$ cat src/rtl/frame_update_ctrl.sv
// Frame-synchronous update controller: double-buffers sprite positions from the bus,
// commits them at the start of vertical blank, and runs a BCD score and run-cycle animation.
module frame_update_ctrl #(
    parameter int unsigned VACTIVE   = 480,
    parameter int unsigned SCORE_DIV = 6
) (
    input  logic        clk,
    input  logic        reset,
    input  logic        chipselect,
    input  logic        write,
    input  logic [8:0]  address,
    input  logic [31:0] writedata,
    input  logic [9:0]  vcount,
    output logic [39:0] pos_x,
    output logic [39:0] pos_y,
    output logic [11:0] score_bcd,
    output logic [1:0]  anim_state,
    output logic        frame_tick
);

    localparam logic [9:0] VACT_LINE  = 10'(VACTIVE);
    localparam logic [3:0] SCORE_LAST = 4'(SCORE_DIV - 1);

    typedef enum logic [1:0] {
        ANIM_RUN0 = 2'd0,
        ANIM_RUN1 = 2'd1,
        ANIM_RUN2 = 2'd2
    } anim_e;

    logic [9:0]      vcount_prev_q;
    logic [4:0][7:0] shadow_x_q, shadow_x_d;
    logic [4:0][7:0] shadow_y_q, shadow_y_d;
    logic [4:0][7:0] pos_x_q, pos_x_d;
    logic [4:0][7:0] pos_y_q, pos_y_d;
    logic            frame_tick_q;
    logic            score_run_q, score_run_d;
    logic [3:0]      anim_div_q, anim_div_d;
    logic [11:0]     score_q, score_d;
    logic [3:0]      score_cnt_q, score_cnt_d;
    logic [3:0]      anim_cnt_q, anim_cnt_d;
    anim_e           anim_q, anim_d;

    logic frame_evt;
    logic wr_en, wr_shadow, wr_ctrl, wr_score;

    // Nibbles above 9 are not valid BCD; clamp each to 9.
    function automatic logic [11:0] bcd_sat(input logic [11:0] v);
        logic [11:0] r;
        r = v;
        for (int d = 0; d < 3; d++) begin
            if (v[4*d +: 4] > 4'd9) r[4*d +: 4] = 4'd9;
        end
        return r;
    endfunction

    function automatic logic [11:0] bcd_inc(input logic [11:0] v);
        logic [11:0] r;
        logic        carry;
        r     = v;
        carry = 1'b1;
        for (int d = 0; d < 3; d++) begin
            if (carry) begin
                if (r[4*d +: 4] == 4'd9) begin
                    r[4*d +: 4] = 4'd0;
                end else begin
                    r[4*d +: 4] = r[4*d +: 4] + 4'd1;
                    carry       = 1'b0;
                end
            end
        end
        return r;
    endfunction

    // Rising into the first blanking line marks the frame; holding there fires only once.
    assign frame_evt = (vcount == VACT_LINE) && (vcount_prev_q != VACT_LINE);

    assign wr_en     = chipselect & write;
    assign wr_shadow = wr_en && (address < 9'd10);
    assign wr_ctrl   = wr_en && (address == 9'd10);
    assign wr_score  = wr_en && (address == 9'd11);

    always_comb begin
        // NOTE: every variable gets its hold value first so no path leaves it unassigned (no latches).
        shadow_x_d = shadow_x_q;
        shadow_y_d = shadow_y_q;
        if (wr_shadow) begin
            if (address[0]) shadow_y_d[address[3:1]] = writedata[7:0];
            else            shadow_x_d[address[3:1]] = writedata[7:0];
        end

        // Commit takes the pre-edge shadow, so a write on the same edge waits a frame.
        pos_x_d = frame_evt ? shadow_x_q : pos_x_q;
        pos_y_d = frame_evt ? shadow_y_q : pos_y_q;

        score_run_d = wr_ctrl ? writedata[0]   : score_run_q;
        anim_div_d  = wr_ctrl ? writedata[7:4] : anim_div_q;

        score_d     = score_q;
        score_cnt_d = score_cnt_q;
        if (wr_ctrl && writedata[1]) begin
            score_d     = 12'h000;
            score_cnt_d = 4'd0;
        end else if (wr_score) begin
            score_d     = bcd_sat(writedata[11:0]);
            score_cnt_d = 4'd0;
        end else if (frame_evt && score_run_q) begin
            if (score_cnt_q >= SCORE_LAST) begin
                score_cnt_d = 4'd0;
                score_d     = bcd_inc(score_q);
            end else begin
                score_cnt_d = score_cnt_q + 4'd1;
            end
        end

        anim_cnt_d = anim_cnt_q;
        anim_d     = anim_q;
        if (wr_ctrl) begin
            anim_cnt_d = 4'd0;
        end else if (frame_evt && (anim_div_q != 4'd0)) begin
            if (anim_cnt_q == anim_div_q - 4'd1) begin
                anim_cnt_d = 4'd0;
                case (anim_q)
                    ANIM_RUN0: anim_d = ANIM_RUN1;
                    ANIM_RUN1: anim_d = ANIM_RUN2;
                    default:   anim_d = ANIM_RUN0;
                endcase
            end else begin
                anim_cnt_d = anim_cnt_q + 4'd1;
            end
        end
    end

    // NOTE: the shadow bank is plain flops, not RAM, so it can and does take the async reset.
    always_ff @(posedge clk or posedge reset) begin
        if (reset) begin
            vcount_prev_q <= '0;
            shadow_x_q    <= '0;
            shadow_y_q    <= '0;
            pos_x_q       <= '0;
            pos_y_q       <= '0;
            frame_tick_q  <= 1'b0;
            score_run_q   <= 1'b0;
            anim_div_q    <= 4'd0;
            score_q       <= 12'h000;
            score_cnt_q   <= 4'd0;
            anim_cnt_q    <= 4'd0;
            anim_q        <= ANIM_RUN0;
        end else begin
            // NOTE: non-blocking updates so every register samples pre-edge values.
            vcount_prev_q <= vcount;
            shadow_x_q    <= shadow_x_d;
            shadow_y_q    <= shadow_y_d;
            pos_x_q       <= pos_x_d;
            pos_y_q       <= pos_y_d;
            frame_tick_q  <= frame_evt;
            score_run_q   <= score_run_d;
            anim_div_q    <= anim_div_d;
            score_q       <= score_d;
            score_cnt_q   <= score_cnt_d;
            anim_cnt_q    <= anim_cnt_d;
            anim_q        <= anim_d;
        end
    end

    assign pos_x      = pos_x_q;
    assign pos_y      = pos_y_q;
    assign score_bcd  = score_q;
    assign anim_state = anim_q;
    assign frame_tick = frame_tick_q;

endmodule
$ cat config.mk
export PLATFORM = sky130hd
export DESIGN_NAME = frame_update_ctrl
export DESIGN_NICKNAME = d
export VERILOG_FILES = /design/src/rtl/frame_update_ctrl.sv
export SDC_FILE = /design/constraint.sdc
export NUM_CORES = 1
export LEC_CHECK = 0
export BUFFER_PORTS_ARGS = -buffer_cell sky130_fd_sc_hd__buf_2
export CORE_UTILIZATION = 55
export DETAILED_ROUTE_END_ITERATION = 10
export HOLD_SLACK_MARGIN = 0.15
export MAX_ROUTING_LAYER = met4
export PLACE_DENSITY = 0.81
export REMOVE_ABC_BUFFERS = 1
export SLEW_MARGIN = 40
export SYNTH_ARGS = -nofsm -noshare
export SYNTH_HDL_FRONTEND = slang
export SYNTH_SLANG_ARGS = --single-unit
export TNS_END_PERCENT = 30
$ cat constraint.sdc
create_clock -name clk -period 7.01 [get_ports clk]
set_clock_uncertainty 0.1 [all_clocks]
set_input_delay 0.3505 -clock clk [delete_from_list [all_inputs] [get_ports clk]]
set_output_delay 0.3505 -clock clk [all_outputs]
set_load 0.02 [all_outputs]
==> summary.md, run 1 <==
| Metric | Value |
|---|---|
| Commonest cells post-synth | `nand2_1 (274), dfrtp_1 (198), mux2_2 (85)` |
| Final non-filler cell total | `~1.1k` |
| GP Congestion | `between 0.8 and 0.9` |
| Crit Reg-Reg Startpoint | `vcount_prev_q[7]` |
| Seq cells post-synth | `~200` |
| Outcome | `finished clean` |
| Core Area | `approximately 0.015 mm2` |
| Reg-to-Reg End | `score_bcd[11]` |
| Setup crit end kind | `register` |
| Clock Latency Late Sink | `roughly 440 ps` |
| Full die area | `about 0.015 mm2` |
| Nets | `~950` |
| Mapped Area | `0.008205 mm2` |
| Wire length per cell | `16.44 um` |
| Worst Hold Depth | `4` |
| Gr ovfl total | `0` |
| Fraction of registers with async set/reset | `100.0%` |
| Synth Flop Type | `dfrtp_1` |
| Worst-path clk slew | `roughly 70 ps` |
| Combinational share of power | `between 3 and 4%` |
| Layout area overhead | `18.53%` |
| CP startpoint kind | `primary input` |
| Final Critical Period | `between 3000 and 4000 ps` |
| Top Ports | `150` |
| DRC viols | `0` |
| Slew HR | `about 54%` |
| CP Data Required Time | `about 7200 ps` |
| Fmax | `0.3034 GHz` |
| Max IR drop VDD | `about 160 uV` |
| Starting Density | `56.46%` |
| Worst-path fanout max | `56` |
| Most common cell in the netlist | `nand2_1` |
| Largest family of logic cells by synthesized area | `simple AND/OR/NAND/NOR gates` |
| Switching share of power | `22.56%` |
| Fin. Hold Viols | `0` |
| Synth Warn # | `0` |
| Power Dens Cells | `224.7 mW/mm2` |
| RSZ-0062 raised after global routing | `false` |
| Via density | `5.372` |
| Crit Path Class | `in -> reg` |
| Final WL | `roughly 18000 um` |
| Vias in the first global route | `between 5k and 6k` |
| Largest net degree at the start of global routing | `about 110` |
| Worst path slowest cell | `buf_4` |
| Clock power frac | `43.4%` |
| Count of different cell masters after synthesis | `55` |
| Post-Syn Area per Cell | `10.93 um2` |
| Root Buffer | `clkbuf_16` |
| Tot Pwr | `0.002186 W` |
| Longest Clk Path Bufs | `2` |
| Cell family with most CP delay | `buffers and inverters` |
| DR pass1 iterations | `4` |
| Clock sink count | `roughly 200` |
| Worst Tran Pin Value | `between 600 and 700 ps` |
| XOR/XNOR Fraction of Synth Area | `1.174%` |
| Cells after synthesis | `about 750` |
| Int Power | `between 0.0015 and 0.002 W` |
| Via count | `~5.8k` |
| FF-to-FF setup slack | `roughly 4500 ps` |
| Setup bufs post-CTS | `0` |
| Biggest cell delay along the critical path | `580 ps` |
| Synth Area in Compound Gates | `slightly below 4%` |
| Post-synth EDFFs | `0` |
| CTS tree | `yes` |
| Final period util | `between 40% and 50%` |
| Die Span Y | `124.1 um` |
| HP Start | `writedata[8]` |
| Crit path cell chain | `dlygate4sd3_1 > buf_2 > or4_4 > nor4_4 > nand2_2 > inv_2 > buf_4 > a31oi_1 > o2bb2ai_1` |
| Fin Setup TNS | `0 ps` |
| Synth top area share | `60.38%` |
| Net Switching | `just under 0.0005 W` |
| Fraction of layout cells with a size suffix above 1 | `around 29%` |
| # H-tree levels | `4` |
| Mux share of post-synthesis cell area | `11.92%` |
| Final HPWL DP | `11100 um` |
| Final-report max-slew violation count | `0` |
| First-pass GRT wire length | `28370 um` |
| Hold crit path type | `in -> reg` |
| Worst r2r path cells | `7` |
| WHS Endpoint | `score_bcd[8]` |
| Worst EP arrival | `about 3500 ps` |
| P_leak | `5.422 nW` |
| Initial DRC count | `about 370` |
| Placed Cells | `between 1k and 1.5k` |
| Max-cap violation count | `0` |
| Post-Synth Adder-Cell Area | `1.830%` |
| Total Routing Usage GR | `roughly a quarter` |
| Buffers on Ports | `129` |
| Top cells by area, synth | `dfrtp_1 (60%), nand2_1 (13%), mux2_2 (12%)` |
| Crit path buffers/inverters | `4` |
| Post_cts resized | `0` |
| Routed Antenna Nets | `0` |
| Simple-gate area share of the yosys netlist | `a little under a fifth` |
| Largest area contributor in the netlist | `dfrtp_1` |
| Initial antenna violation count | `1` |
| Seq pwr share | `approximately 53%` |
| Row cnt | `between 40 and 50` |
| Final setup fails | `0` |
| Die width | `124.1 um` |
| Num CTS Buffers | `17` |
| Sequential element share of the synthesized area | `about three fifths` |
[area by class of cell]
class                   instances  area (um2)
flip-flops and latches        198        4955
fillers                      1140        4808
multi-input cells             509        3083
repair buffers                146       818.3
clock buffers                  20       456.7
well taps                     184       230.2
clock inverters                12       118.9
inverters                      13       61.31
diodes                          1       2.502
[worst register-to-register path: stages (launching register included)]
cell and delay [ps]:
dfrtp_1 350, and4b_1 210, nand4b_1 210, nand2_2 100, inv_2 440, buf_4 590
a31oi_1 260, o2bb2ai_1 170
[repair_timing]
item	in CTS	in global routing
endpoints found under the setup margin	0	0
hold buffers	14	0
hold endpoints to repair	123	0
[per-layer routing]
layer	wire length, um	up-vias	track usage [%]
met5	0	-	-
met4	236	0	8.185
met3	1010	18	6.410
met2	8680	145	39.54
met1	7873	2902	33.07
li1	-	2753	-
[worst max-delay path by stage]
| stage | startpoint | to | slack (ps) | cells after the start |
|---|---|---|---|---|
| floorplan | reset | anim_cnt_q[0] | 1160 | 1 |
| global placement | vcount[0] | score_bcd[8] | 3780 | 8 |
| detailed placement | vcount[0] | score_bcd[11] | 3810 | 8 |
| CTS | vcount[0] | score_bcd[11] | 3700 | 9 |
| global route | vcount[3] | score_bcd[11] | 3530 | 9 |
| finish | vcount[0] | score_bcd[11] | 3710 | 9 |
[registers in the layout (all words and copies together), names as in the netlist]
signal / count
pos_x: 40
pos_y: 40
shadow_x_q: 40
shadow_y_q: 40
score_bcd: 12
vcount_prev_q: 10
anim_cnt_q: 4
anim_div_q: 4
score_cnt_q: 4
anim_state: 2
frame_tick: 1
score_run_q: 1
[power by group through the flow]
stage / registers, W / logic (W) / clock network, W
floorplan: 0.00118 / 0.0000351 / 0
global placement: 0.00118 / 0.0000696 / 0
detailed placement: 0.00118 / 0.0000716 / 0
CTS: 0.00116 / 0.0000775 / 0.000966
global route: 0.00116 / 0.0000869 / 0.00102
finish: 0.00116 / 0.0000769 / 0.000949
[placed cells by master (no fill, tap or decap), types with 3 or more instances in the layout]
cell type and instances:
a21oi_1 13, and3b_1 3, buf_2 129, clkbuf_16 17, clkbuf_8 3, clkinvlp_4 5
dfrtp_1 198, dlygate4sd3_1 14, ha_1 12, inv_1 11, inv_6 3, mux2_2 85
nand2_1 274, nand3_1 8, nand4_1 8, nor2_1 13, nor2b_1 5, nor3_1 6
nor3b_1 3, o21a_1 4, o21ai_0 11, o21ai_1 3, o22ai_1 3, o2bb2ai_1 3
or3b_2 3, xnor2_1 6, xor2_1 5
[per-stage QoR]
step | utilization, % | hold WS (ps) | area [um2] | setup slack (ps)
2_1_floorplan | - | 281.9 | 8078 | 1162
3_3_place_gp | 61.81 | 340.6 | 8984 | 3784
3_5_place_dp | 61.86 | 346.1 | 8991 | 3809
4_1_cts | 66.79 | 177.0 | 9707 | 3700
5_1_grt | 66.92 | 227.5 | 9726 | 3527
6_report | 66.92 | 186.6 | 9726 | 3714
[cell families (layout without fill, tap and decap cells)]
family,count (synthesis),count (layout)
other,0,1
buffers and inverters,44,191
XOR/XNOR,11,11
adder cells (fa/ha/maj),12,12
flip-flops,198,198
AND/OR/NAND/NOR,348,348
multiplexers,87,87
AO/OA/AOI/OAI,51,51
No activity file was read; power rests on OpenSTA's default activity.
==> run 2: changes to the inputs <==
==> constraint.sdc (replaced) <==
create_clock -name clk -period 3.2 [get_ports clk]
set_clock_uncertainty 0.1 [all_clocks]
set_input_delay 0.16 -clock clk [delete_from_list [all_inputs] [get_ports clk]]
set_output_delay 0.16 -clock clk [all_outputs]
set_load 0.02 [all_outputs]
==> summary.md, run 2 (synthesis results as in run 1) <==
| Metric | Value |
|---|---|
| Num CTS Buffers | `17 (unchanged)` |
| Final period util | `between 70 and 80%` |
| Initial DRC count | `398 (+7.9%)` |
| Worst EP arrival | `2630 ps (-870 ps)` |
| Post_cts resized | `0 (unchanged)` |
| Longest Clk Path Bufs | `2 (unchanged)` |
| CP startpoint kind | `primary input` |
| Setup crit end kind | `register` |
| Final WL | `18060 um (+1.5%)` |
| First-pass GRT wire length | `29170 um (+2.8%)` |
| Full die area | `0.01541 mm2 (unchanged)` |
| Final HPWL DP | `11540 um (+4.0%)` |
| Die Span Y | `124.1 um (unchanged)` |
| Worst-path clk slew | `70 ps (about the same)` |
| # H-tree levels | `4 (unchanged)` |
| Fraction of layout cells with a size suffix above 1 | `29.03% (-0.039 points)` |
| Routed Antenna Nets | `0 (unchanged)` |
| Clock Latency Late Sink | `420 ps (-20 ps)` |
| Outcome | `finished clean` |
| Final setup fails | `0 (unchanged)` |
| DR pass1 iterations | `4 (unchanged)` |
| Max IR drop VDD | `387.8 uV (+140%)` |
| Core Area | `0.01453 mm2 (unchanged)` |
| Commonest non-fill, non-tap cells in the layout | `nand2_1 (274), dfrtp_1 (198), buf_2 (129)` |
| Final Critical Period | `2420 ps` |
| Largest net degree at the start of global routing | `83 (-26%)` |
| Min setup slack post-route | `779.6 ps (-2935 ps)` |
| Crit Path Class | `in -> reg` |
| Final-report max-slew violation count | `0 (unchanged)` |
| Die width | `124.1 um (unchanged)` |
| Gr ovfl total | `0 (unchanged)` |
| Layout area overhead | `20.88%` |
| DRC viols | `0 (unchanged)` |
| Worst-path fanout max | `4 (-93%)` |
| Max-cap violation count | `0 (unchanged)` |
| Fin. Hold Viols | `0 (unchanged)` |
| Hold crit path type | `in -> reg` |
| Buffers on Ports | `129 (unchanged)` |
| Worst Tran Pin Value | `651.6 ps (-31.44 ps)` |
| Dpl ws | `877.8 ps (-2931 ps)` |
| Power Dens Cells | `501.6 mW/mm2 (+120%)` |
| Slew HR | `56.51% (+2.2 points)` |
| Total Routing Usage GR | `26.02% (+0.51 points)` |
| Via density | `5.386 (+0.25%)` |
| WHS | `165.5 ps (-21.11 ps)` |
| Via count | `5908 (+1.5%)` |
| Starting Density | `56.46% (unchanged)` |
| Root Buffer | `clkbuf_16` |
| Top Ports | `150 (unchanged)` |
| Nets | `967 (+1.6%)` |
| GP Congestion | `0.8017 (-3.2%)` |
| Commonest non-fill, non-tap cell in the layout | `nand2_1` |
| CP Data Required Time | `3410 ps (-3810 ps)` |
| Fmax | `just over 0.4 GHz` |
| Clock sink count | `198 (unchanged)` |
| Vias in the first global route | `5786 (+1.8%)` |
| Wire length per cell | `16.46 um (+0.17%)` |
| CTS tree | `yes` |
| Antenna cells | `0 (-1)` |
| RSZ-0062 raised after global routing | `false` |
| P_leak | `5.514 nW (+1.7%)` |
| Initial antenna violation count | `0 (-1)` |
| Row cnt | `44 (unchanged)` |
| Final core utilization | `68.24% (+1.3 points)` |
## run 2: layout make-up
type                    instances  area, um2
clock buffers                  21      460.4
well taps                     184      230.2
repair buffers                161      970.9
inverters                      13      56.30
flip-flops and latches        198       4955
clock inverters                11      171.4
fillers                      1133       4616
multi-input cells             509       3074
## run 2: worst paths after layout
path	startpoint	endpoint	slack, ps	depth (start not counted)
max	vcount[0]	anim_state[0]	780	7
min	writedata[3]	shadow_y_q[35]	170	2
max reg2reg	score_cnt_q[0]	score_bcd[5]	970	6
min reg2reg	shadow_y_q[24]	pos_y[24]	360	2
max in group asynchronous	reset	pos_x[24]	1950	4
min in group asynchronous	reset	pos_y[22]	230	3
## run 2: metrics by stage
step                      setup TNS (ps)  power [W]  cell area, um2  instances
after floorplan                  -487490   0.002664            8078        720
after global placement                 0   0.002742            9046       1041
after detailed placement               0   0.002748            9046       1041
after CTS                              0   0.005016            9918       1097
after global routing                   0   0.005152            9918       1097
final                                  0   0.004975            9918       1097
## run 2: worst max-delay path, cell delays in order
cell           delay (ps)
dlygate4sd3_1         530
buf_2                 130
or4_4                 540
nor4_4                360
nand2_2               150
nor3_1                380
mux2_2                380
## run 2: layer usage
layer,vias up,track usage (%),wire (um)
met5,-,-,0
met4,0,6.324,201
met3,18,6.227,1040
met2,152,40.75,8949
met1,2944,34.45,7870
li1,2794,-,-
## run 2: report_power, final
| part | internal [W] | switching, W |
|---|---|---|
| logic | 0.0000645 | 0.000114 |
| clock network | 0.00135 | 0.000902 |
| registers | 0.00253 | 0.0000136 |
## run 2: what timing repair did
item,4_1_cts,5_1_grt
hold buffers,24,0
endpoints found under the setup margin,0,0
buffers inserted,0,0
hold endpoints to repair,106,0
==> run 3: changes to the inputs <==
==> constraint.sdc (replaced) <==
create_clock -name clk -period 2.4 [get_ports clk]
set_clock_uncertainty 0.1 [all_clocks]
set_input_delay 0.12 -clock clk [delete_from_list [all_inputs] [get_ports clk]]
set_output_delay 0.12 -clock clk [all_outputs]
set_load 0.02 [all_outputs]
==> summary.md, run 3 (synthesis results as in run 1) <==
| Metric | Value |
|---|---|
| Fraction of layout cells with a size suffix above 1 | `29.62% (+0.60 points)` |
| Hold crit path type | `in -> reg` |
| Via density | `5.493 (+2.0%)` |
| Clock sink count | `198 (unchanged)` |
| RSZ-0062 raised after global routing | `true` |
| Worst Hold Depth | `4 (+2)` |
| Longest Clk Path Bufs | `2 (unchanged)` |
| Dpl ws | `165.3 ps (-712.6 ps)` |
| Biggest cell delay along the critical path | `540 ps (about the same)` |
| CP Data Required Time | `2610 ps (-800 ps)` |
| CTS tree | `yes` |
| Crit path cell chain | `dlygate4sd3_1 > buf_2 > or4_4 > nor4_4 > nand3_2 > o21ai_2 > mux2_2` |
| Final period util | `between 90% and 100%` |
| GP Congestion | `0.8013 (about the same)` |
| Clock Latency Late Sink | `420 ps (about the same)` |
| Max IR drop VDD | `444.8 uV (+15%)` |
| Core Area | `0.01453 mm2 (unchanged)` |
| Min setup slack post-route | `26.66 ps (-752.9 ps)` |
| Worst Tran Pin Value | `642.2 ps (-9.449 ps)` |
| Num CTS Buffers | `17 (unchanged)` |
| Wire length per cell | `16.94 um (+2.9%)` |
| Worst path slowest cell | `dlygate4sd3_1` |
| Final setup fails | `0 (unchanged)` |
| Root Buffer | `clkbuf_16` |
| Outcome | `finished clean` |
| DRC viols | `0 (unchanged)` |
| Routed Antenna Nets | `0 (unchanged)` |
| WHS | `162.9 ps (-2.602 ps)` |
| Setup crit end kind | `register` |
| Max-cap violation count | `0 (unchanged)` |
| DR pass1 iterations | `5 (+1)` |
| Largest net degree at the start of global routing | `79 (-4.8%)` |
| Gr ovfl total | `0 (unchanged)` |
| Total Routing Usage GR | `27.09% (+1.1 points)` |
| Crit Path Class | `in -> reg` |
| Fin. Hold Viols | `0 (unchanged)` |
| Worst r2r path cells | `7 (+1)` |
| Die Span Y | `124.1 um (unchanged)` |
| P_leak | `5.547 nW (+0.59%)` |
| Full die area | `0.01541 mm2 (unchanged)` |
| Worst-path clk slew | `70 ps (about the same)` |
| CP startpoint kind | `primary input` |
| GRT met1 Usage | `34.09% (-0.36 points)` |
| Worst-path fanout max | `8 (+4)` |
| Commonest non-fill, non-tap cells in the layout | `nand2_1 (274), dfrtp_1 (198), buf_2 (129)` |
| Initial antenna violation count | `0 (unchanged)` |
| Antenna cells | `0 (unchanged)` |
| Final WL | `18790 um (+4.0%)` |
| Nets | `981 (+1.4%)` |
| Met3 global-route usage | `5.632% (-0.60 points)` |
| Final Critical Period | `around 2400 ps` |
| Commonest non-fill, non-tap cell in the layout | `nand2_1` |
| Power Dens Cells | `639.6 mW/mm2 (+28%)` |
| Vias in the first global route | `6145 (+6.2%)` |
| Row cnt | `44 (unchanged)` |
| Slew HR | `57.14% (+0.63 points)` |
| # H-tree levels | `4 (unchanged)` |
| Fmax | `between 0.4 and 0.5 GHz` |
| Die width | `124.1 um (unchanged)` |
| Starting Density | `56.46% (unchanged)` |
| First-pass GRT wire length | `30420 um (+4.3%)` |
| GRT busiest layer | `met2` |
| Final-report max-slew violation count | `0 (unchanged)` |
| Worst EP arrival | `2580 ps (-50 ps)` |
| Layout area overhead | `21.64%` |
| Initial DRC count | `368 (-7.5%)` |
| Setup bufs post-CTS | `0 (unchanged)` |
| Final HPWL DP | `11880 um (+2.9%)` |
| Buffers on Ports | `129 (unchanged)` |
| Via count | `6092 (+3.1%)` |
| Top Ports | `150 (unchanged)` |
| Met2 GRT Util | `43.92% (+3.2 points)` |
[run 3: final timing paths]
check | start | end | slack (ps)
max | vcount[0] | score_bcd[1] | 30
min | address[0] | shadow_y_q[17] | 160
max reg2reg | score_bcd[5] | score_bcd[9] | 120
min reg2reg | shadow_y_q[19] | pos_y[19] | 360
max in group asynchronous | reset | score_bcd[2] | 1250
min in group asynchronous | reset | pos_y[13] | 200
[run 3: cell type report]
class | instances | area (um2)
Sequential cell | 198 | 4955
Fill cell | 1089 | 4553
Multi-Input combinational cell | 509 | 3079
Timing Repair Buffer | 175 | 1096
Clock buffer | 22 | 464.2
Tap cell | 184 | 230.2
Clock inverter | 8 | 100.1
Inverter | 13 | 56.30
[run 3: repair_timing]
action                     CTS  global route
resized for setup            0             1
hold buffers                27             0
setup endpoints to repair    0             8
hold endpoints to repair   236             0
[run 3: per-stage QoR]
stage / utilization (%) / total power [W] / instance area, um2 / TNS [ps] / cells
2_1_floorplan: - / 0.003551 / 8078 / -686970 / 720
4_1_cts: 68.64 / 0.006426 / 9976 / 0 / 1109
3_3_place_gp: 62.90 / 0.003657 / 9141 / 0 / 1052
5_1_grt: 68.67 / 0.006597 / 9981 / -193.0 / 1109
6_report: 68.67 / 0.006384 / 9981 / 0 / 1109
3_5_place_dp: 62.90 / 0.003665 / 9141 / 0 / 1052
[run 3: critical path: cells and delay by family]
| family | cells | cell delay, ps |
|---|---|---|
| compound gates | 1 | 300 |
| mux | 1 | 380 |
| simple gates | 3 | 1110 |
| buf+inv | 2 | 680 |
[run 3: per-layer routing]
layer / wire [um] / vias to the layer above / share of wire (%)
li1: - / 2819 / -
met1: 8049 / 3027 / 43
met2: 9253 / 207 / 49
met3: 1109 / 39 / 5.9
met4: 379 / 0 / 2.0
met5: 0 / - / 0
[run 3: power breakdown]
part | switching, W | internal, W
sequential | 0.0000187 | 0.00337
clock | 0.00117 | 0.00158
combinational | 0.000155 | 0.0000888
